### src/rtl/alu_pkg.sv
// Shared ALU definitions for the ID/EX stage: ALU control codes, alu_op
// encodings, R-type funct codes and the bubble control word.
package alu_pkg;

  // Codes driven onto the ALU's ALUControl input
  localparam logic [3:0] ALU_CTRL_AND     = 4'b0000;
  localparam logic [3:0] ALU_CTRL_OR      = 4'b0001;
  localparam logic [3:0] ALU_CTRL_ADD     = 4'b0010;
  localparam logic [3:0] ALU_CTRL_SUB     = 4'b0110;
  localparam logic [3:0] ALU_CTRL_SLT     = 4'b0111;
  localparam logic [3:0] ALU_CTRL_INVALID = 4'b1111;

  // Main-decoder alu_op encodings
  localparam logic [1:0] ALU_OP_ADD   = 2'b00;
  localparam logic [1:0] ALU_OP_SUB   = 2'b01;
  localparam logic [1:0] ALU_OP_RTYPE = 2'b10;
  localparam logic [1:0] ALU_OP_AND   = 2'b11;

  // R-type funct field encodings
  localparam logic [5:0] FUNCT_ADD = 6'b100000;
  localparam logic [5:0] FUNCT_SUB = 6'b100010;
  localparam logic [5:0] FUNCT_AND = 6'b100100;
  localparam logic [5:0] FUNCT_OR  = 6'b100101;
  localparam logic [5:0] FUNCT_SLT = 6'b101010;

  // Control bits that must be cleared to turn a slot into a bubble
  typedef struct packed {
    logic valid;
    logic reg_write;
    logic mem_read;
    logic mem_write;
  } ex_ctrl_t;

  localparam ex_ctrl_t CTRL_BUBBLE = '{valid: 1'b0, reg_write: 1'b0,
                                       mem_read: 1'b0, mem_write: 1'b0};

endpackage

### src/rtl/alu_control.sv
// Combinational ALU control decoder: maps alu_op and, for R-type
// instructions, the funct field onto a 4-bit ALUControl code.
import alu_pkg::*;

module alu_control (
  input  logic [1:0] alu_op,
  input  logic [5:0] funct,
  output logic [3:0] alu_ctrl
);

  // Decode alu_op first; only R-type consults funct, unknown functs map to INVALID
  always_comb begin
    alu_ctrl = ALU_CTRL_INVALID;
    case (alu_op)
      ALU_OP_ADD: alu_ctrl = ALU_CTRL_ADD;
      ALU_OP_SUB: alu_ctrl = ALU_CTRL_SUB;
      ALU_OP_AND: alu_ctrl = ALU_CTRL_AND;
      ALU_OP_RTYPE: begin
        case (funct)
          FUNCT_ADD: alu_ctrl = ALU_CTRL_ADD;
          FUNCT_SUB: alu_ctrl = ALU_CTRL_SUB;
          FUNCT_AND: alu_ctrl = ALU_CTRL_AND;
          FUNCT_OR:  alu_ctrl = ALU_CTRL_OR;
          FUNCT_SLT: alu_ctrl = ALU_CTRL_SLT;
          default:   alu_ctrl = ALU_CTRL_INVALID;
        endcase
      end
      default: alu_ctrl = ALU_CTRL_INVALID;
    endcase
  end

endmodule

### src/rtl/id_ex_stage.sv
// ID/EX pipeline register with ALU control decode, operand forwarding and
// load-use hazard detection.
// Build option: define ID_EX_FORWARDING_EN to enable EX/MEM and MEM/WB
// forwarding plus load-use detection; without it the operands come straight
// from the registered register-file data and load_use_hazard is tied low.
import alu_pkg::*;

module id_ex_stage #(
  parameter int XLEN  = 32,
  parameter int RADDR = 5
) (
  input  logic             clk,
  input  logic             reset,
  input  logic             stall,
  input  logic             flush,
  input  logic             id_valid,
  input  logic [XLEN-1:0]  id_rs_data,
  input  logic [XLEN-1:0]  id_rt_data,
  input  logic [XLEN-1:0]  id_imm,
  input  logic [RADDR-1:0] id_rs,
  input  logic [RADDR-1:0] id_rt,
  input  logic [RADDR-1:0] id_rd,
  input  logic [1:0]       id_alu_op,
  input  logic [5:0]       id_funct,
  input  logic             id_alu_src,
  input  logic             id_reg_write,
  input  logic             id_mem_read,
  input  logic             id_mem_write,
  input  logic             exmem_reg_write,
  input  logic [RADDR-1:0] exmem_rd,
  input  logic [XLEN-1:0]  exmem_result,
  input  logic             memwb_reg_write,
  input  logic [RADDR-1:0] memwb_rd,
  input  logic [XLEN-1:0]  memwb_result,
  output logic             ex_valid,
  output logic [XLEN-1:0]  ex_a,
  output logic [XLEN-1:0]  ex_b,
  output logic [3:0]       ex_alu_control,
  output logic [XLEN-1:0]  ex_store_data,
  output logic [RADDR-1:0] ex_rd,
  output logic             ex_reg_write,
  output logic             ex_mem_read,
  output logic             ex_mem_write,
  output logic             load_use_hazard
);

  ex_ctrl_t         ctrl_q;
  logic [3:0]       alu_ctrl_q;
  logic [XLEN-1:0]  rs_data_q;
  logic [XLEN-1:0]  rt_data_q;
  logic [XLEN-1:0]  imm_q;
  logic [RADDR-1:0] rs_q;
  logic [RADDR-1:0] rt_q;
  logic [RADDR-1:0] rd_q;
  logic             alu_src_q;
  logic [3:0]       alu_ctrl_d;
  logic [XLEN-1:0]  fwd_rs;
  logic [XLEN-1:0]  fwd_rt;

  alu_control u_alu_control (
    .alu_op   (id_alu_op),
    .funct    (id_funct),
    .alu_ctrl (alu_ctrl_d)
  );

`ifdef ID_EX_FORWARDING_EN
  // A load in EX whose destination feeds the instruction in ID cannot be
  // forwarded in time, so flag it; reset forces the flag low
  assign load_use_hazard = ~reset & ctrl_q.valid & ctrl_q.mem_read &
                           (rd_q != '0) & id_valid &
                           ((rd_q == id_rs) | (rd_q == id_rt));

  // Pick the youngest producer for each source; EX/MEM beats MEM/WB, r0 never forwards
  always_comb begin
    fwd_rs = rs_data_q;
    if (exmem_reg_write && (exmem_rd != '0) && (exmem_rd == rs_q))
      fwd_rs = exmem_result;
    else if (memwb_reg_write && (memwb_rd != '0) && (memwb_rd == rs_q))
      fwd_rs = memwb_result;

    fwd_rt = rt_data_q;
    if (exmem_reg_write && (exmem_rd != '0) && (exmem_rd == rt_q))
      fwd_rt = exmem_result;
    else if (memwb_reg_write && (memwb_rd != '0) && (memwb_rd == rt_q))
      fwd_rt = memwb_result;
  end
`else
  logic unused_fwd;

  assign load_use_hazard = 1'b0;
  assign fwd_rs          = rs_data_q;
  assign fwd_rt          = rt_data_q;
  assign unused_fwd      = ^{exmem_reg_write, exmem_rd, exmem_result,
                             memwb_reg_write, memwb_rd, memwb_result,
                             rs_q, rt_q};
`endif

  // Pipeline register: flush and load-use insert a bubble, stall holds, otherwise load
  always_ff @(posedge clk or posedge reset) begin
    if (reset) begin
      ctrl_q     <= CTRL_BUBBLE;
      alu_ctrl_q <= 4'b0000;
      rs_data_q  <= '0;
      rt_data_q  <= '0;
      imm_q      <= '0;
      rs_q       <= '0;
      rt_q       <= '0;
      rd_q       <= '0;
      alu_src_q  <= 1'b0;
    end else if (flush || load_use_hazard) begin
      ctrl_q <= CTRL_BUBBLE;
    end else if (!stall) begin
      ctrl_q.valid     <= id_valid;
      ctrl_q.reg_write <= id_reg_write;
      ctrl_q.mem_read  <= id_mem_read;
      ctrl_q.mem_write <= id_mem_write;
      alu_ctrl_q       <= alu_ctrl_d;
      rs_data_q        <= id_rs_data;
      rt_data_q        <= id_rt_data;
      imm_q            <= id_imm;
      rs_q             <= id_rs;
      rt_q             <= id_rt;
      rd_q             <= id_rd;
      alu_src_q        <= id_alu_src;
    end
  end

  assign ex_valid       = ctrl_q.valid;
  assign ex_reg_write   = ctrl_q.valid & ctrl_q.reg_write;
  assign ex_mem_read    = ctrl_q.valid & ctrl_q.mem_read;
  assign ex_mem_write   = ctrl_q.valid & ctrl_q.mem_write;
  assign ex_alu_control = alu_ctrl_q;
  assign ex_rd          = rd_q;
  assign ex_a           = fwd_rs;
  assign ex_store_data  = fwd_rt;
  assign ex_b           = alu_src_q ? imm_q : fwd_rt;

endmodule

### config.mk
export PLATFORM = sky130hd
export DESIGN_NAME = id_ex_stage
export DESIGN_NICKNAME = d
export VERILOG_FILES = /design/src/rtl/alu_pkg.sv /design/src/rtl/alu_control.sv /design/src/rtl/id_ex_stage.sv
export SDC_FILE = /design/constraint.sdc
export NUM_CORES = 1
export LEC_CHECK = 0
export ABC_CLOCK_PERIOD_IN_PS = 3900
export BUFFER_PORTS_ARGS = -buffer_cell sky130_fd_sc_hd__buf_2
export CELL_PAD_IN_SITES_DETAIL_PLACEMENT = 1
export CELL_PAD_IN_SITES_GLOBAL_PLACEMENT = 1
export CORE_ASPECT_RATIO = 0.75
export CORE_MARGIN = 2
export CORE_UTILIZATION = 29
export CTS_CLUSTER_DIAMETER = 100
export DETAILED_ROUTE_END_ITERATION = 8
export PLACE_DENSITY_LB_ADDON = 0.1
export SYNTH_ARGS = -nofsm -noshare
export SYNTH_HDL_FRONTEND = slang
export SYNTH_HIERARCHICAL = 1
export SYNTH_SLANG_ARGS = --single-unit
export TNS_END_PERCENT = 10
### constraint.sdc
create_clock -name clk -period 3.9 [get_ports clk]
set_input_delay 0.78 -clock clk [delete_from_list [all_inputs] [get_ports clk]]
set_output_delay 0.78 -clock clk [all_outputs]
set_load 0.1 [all_outputs]
==> impl_metrics.py <==
metrics = {
    "run_status": {
        "outcome": "finished, final reports clean",
    },
    "logic_synthesis": {
        "synth.most_common_cell": "dfrtp_1",
        "synth_area_leaders": "dfrtp_1 57%, mux2_2 23%, mux2_4 13%",
        "synth_edf_count": 0,
        "synth_ff_type": "dfrtp_1",
        "yosys.area.top_type": "dfrtp_1",
        "syn_avg_cell_area_um2": 16.4,
        "ys_ff_latch": 110,
        "ys_types": 21,
        "ys_warn_count": 6,
        "synthTopCellsByCount": "110 x dfrtp_1, 98 x mux2_2, 40 x mux2_4, 8 x buf_4, 5 x nor2_1",
        "netlist_area_um2": 4800,
        "synth_cells": 293,
        "synth-seq-area-share_pct": 57.3,
        "syn_nets": 497,
        "synth_top_area_share_pct": 57.3,
        "async_flop_share_pct": 100,
    },
    "grt": {
        "grt_max_degree": 61,
        "grt_use_total_pct": 13.9,
        "antenna_found_initial": 2,
        "grt-ovfl-total": 0,
        "grt_pass1_vias": 3543,
        "grt_pass1_wl_um": 19200,
    },
    "setup_path": {
        "crit_chain": "buf_4 > mux2_2 > buf_2",
        "worstSetupEndpointType": "output port",
        "timing.rr.start": "alu_src_q",
        "r2r_cells": 2,
        "crit_fanout": 18,
        "reg2reg_to": "alu_src_q",
        "cp.required_ns": 3.12,
        "start_kind": "register",
        "r2r_setup_slack_ns": 2.90,
        "cpPeakStageDelay_ns": 0.38,
        "arrival_ns": 1.65,
        "critical_path_class": "register to output port",
        "crit_slowest_cell": "mux2_2",
    },
    "die": {
        "ios": 314,
        "core_um2": 16100,
        "num_rows": 40,
        "die-height_um": 115,
        "die_w_um": 153,
        "initial_core_util_pct": 29.8,
        "die-area_um2": 17600,
    },
    "place": {
        "dpl-instance-area_um2": 6100,
        "portBuffers": 226,
        "place.gp.congestion": 0.749,
        "dp_cells": 719,
        "dp_hpwl_um": 8860,
    },
    "clock_tree": {
        "numCtsBuffers": 9,
        "root_buffer": "clkbuf_16",
        "clk_path_buf_depth": 2,
        "cts_hold_buf": 0,
        "cts_tree": "built",
        "cts_resized": 0,
        "h-tree-depth": 3,
        "clkTransAtPathRegs_ns": 0.07,
        "clk-insertion-delay-late_ns": 0.34,
        "cts_setup_buffers": 0,
        "clock-sinks": 110,
    },
    "timing": {
        "post-route-min-period_ns": 2.43,
        "finalMaxSlewViolations": 0,
        "finalSetupViolCount": 0,
        "hold_viol": 0,
        "tns_ns": 0,
        "tightest_slew_ns": 0.909,
        "rsz0062_at_grt": "false",
        "skew_ns": 0,
        "whs_ns": 0.470,
        "fin_crit_sh_pct": 62.3,
        "max_freq_mhz": 411,
        "slew_headroom_pct": 39.4,
    },
    "power_and_ir_drop": {
        "power_mw": 4.38,
        "ir_worst_vdd_v": 0.000293,
        "p_leak_nw": 3.13,
        "internal-power_mw": 2.22,
        "power.switching_mw": 2.16,
        "power.density_nw_per_um2": 685,
        "p_seq_share_pct": 31.9,
        "pwr-share-clk_pct": 20.6,
        "swShare_pct": 49.3,
        "pwr-share-comb_pct": 47.5,
    },
    "cells_and_area": {
        "fin_nets": 724,
        "stdcell_count": 735,
        "finalInstanceArea_um2": 6390,
        "area_growth_pct": 33.0,
        "final_layout_size_suffix_gt1_share_pct": 73.7,
    },
    "detailed_routing": {
        "drtAntennaViolNets": 0,
        "dr.pass1.iters": 3,
        "num_vias": 3220,
        "routed-wl-met2_um": 5730,
        "wire_per_inst_um": 16.5,
        "met3_length_um": 944,
        "drc": 0,
        "drt-vias-per-instance": 4.38,
        "met1_length_um": 5280,
        "routed_wl_um": 12100,
        "dr.max_layer_used": "met5",
        "drtIter0Drc": 96,
    },
    "job": {
        "max_cap_viol_count": 0,
    },
    "hold_path": {
        "hold_class": "primary input to asynchronous set/reset pin",
    },
}
## how the worst max path moves through the flow
stage,start,to,cells after the start
6_report,alu_src_q,ex_b[16],3
3_5_place_dp,stall,imm_q[29],4
3_3_place_gp,flush,imm_q[24],4
5_1_grt,alu_src_q,ex_b[8],3
4_1_cts,alu_src_q,ex_b[16],3
2_1_floorplan,reset,alu_src_q,1
## cell usage in the layout, fill, tap and decap left out, types with 3 or more instances in the layout
| master | count |
|---|---|
| buf_2 | 226 |
| clkbuf_16 | 9 |
| clkbuf_1 | 3 |
| and2_1 | 4 |
| nor2_1 | 5 |
| mux2_2 | 98 |
| mux2_4 | 40 |
| nand2b_1 | 4 |
| buf_4 | 7 |
| mux2i_1 | 4 |
| dfrtp_1 | 110 |
| a31oi_1 | 3 |
## per-stage QoR
step,utilization (%),setup WS (ns)
after floorplan,-,0.218
after global placement,37.9,1.58
after detailed placement,37.9,1.56
after CTS,39.6,1.42
after global routing,39.6,1.39
final,39.6,1.47
## worst max-delay path, delay by kind of cell, from the launching register on
kind / cells / cell delay, ns
buffers and inverters: 2 / 0.57
DFF: 1 / 0.34
muxes: 1 / 0.38
## layer usage
| layer | global-route usage (%) | up-vias |
|---|---|---|
| met5 | 0 | - |
| met2 | 22.9 | 114 |
| met1 | 17.2 | 1606 |
| met4 | 4.07 | 2 |
| met3 | 5.50 | 13 |
| li1 | - | 1485 |
## state kept, by name, indices dropped and copies added, names as in the netlist
name,cells
ex_store_data,32
ex_valid,1
imm_q,32
alu_src_q,1
ex_alu_control,4
ex_a,32
ex_rd,5
ctrl_q,3
## power groups by stage
stage                     Combinational, mW  Clock, mW  Sequential, mW
after floorplan                       0.937          0            2.24
after global placement                 2.08          0            1.41
after detailed placement               2.09          0            1.42
after CTS                              2.10      0.949            1.40
after global routing                   2.14      0.996            1.42
final                                  2.08      0.902            1.40
## final cells by class
type                            count  area, um2
Clock inverter                      3       46.3
Multi-Input combinational cell    165       1900
Inverter                            1       6.26
Tap cell                          210        263
Sequential cell                   110       2750
Timing Repair Buffer              233       1180
Fill cell                        1725       9730
Antenna cell                        1       2.50
Clock buffer                       12        236
## cell families (layout without fill, tap and decap cells)
family | Yosys count | count (layout) | share of synthesized area, %
buffers and inverters | 18 | 249 | 3.20
AOI/OAI and AO/OA | 4 | 4 | 0.573
muxes | 142 | 142 | 36.3
DFF | 110 | 110 | 57.3
xor gates and xnor gates | 1 | 1 | 0.182
and+or+nand+nor | 17 | 17 | 2.37
other | 1 | 2 | 0.0781
No activity file was read; power rests on OpenSTA's default activity.
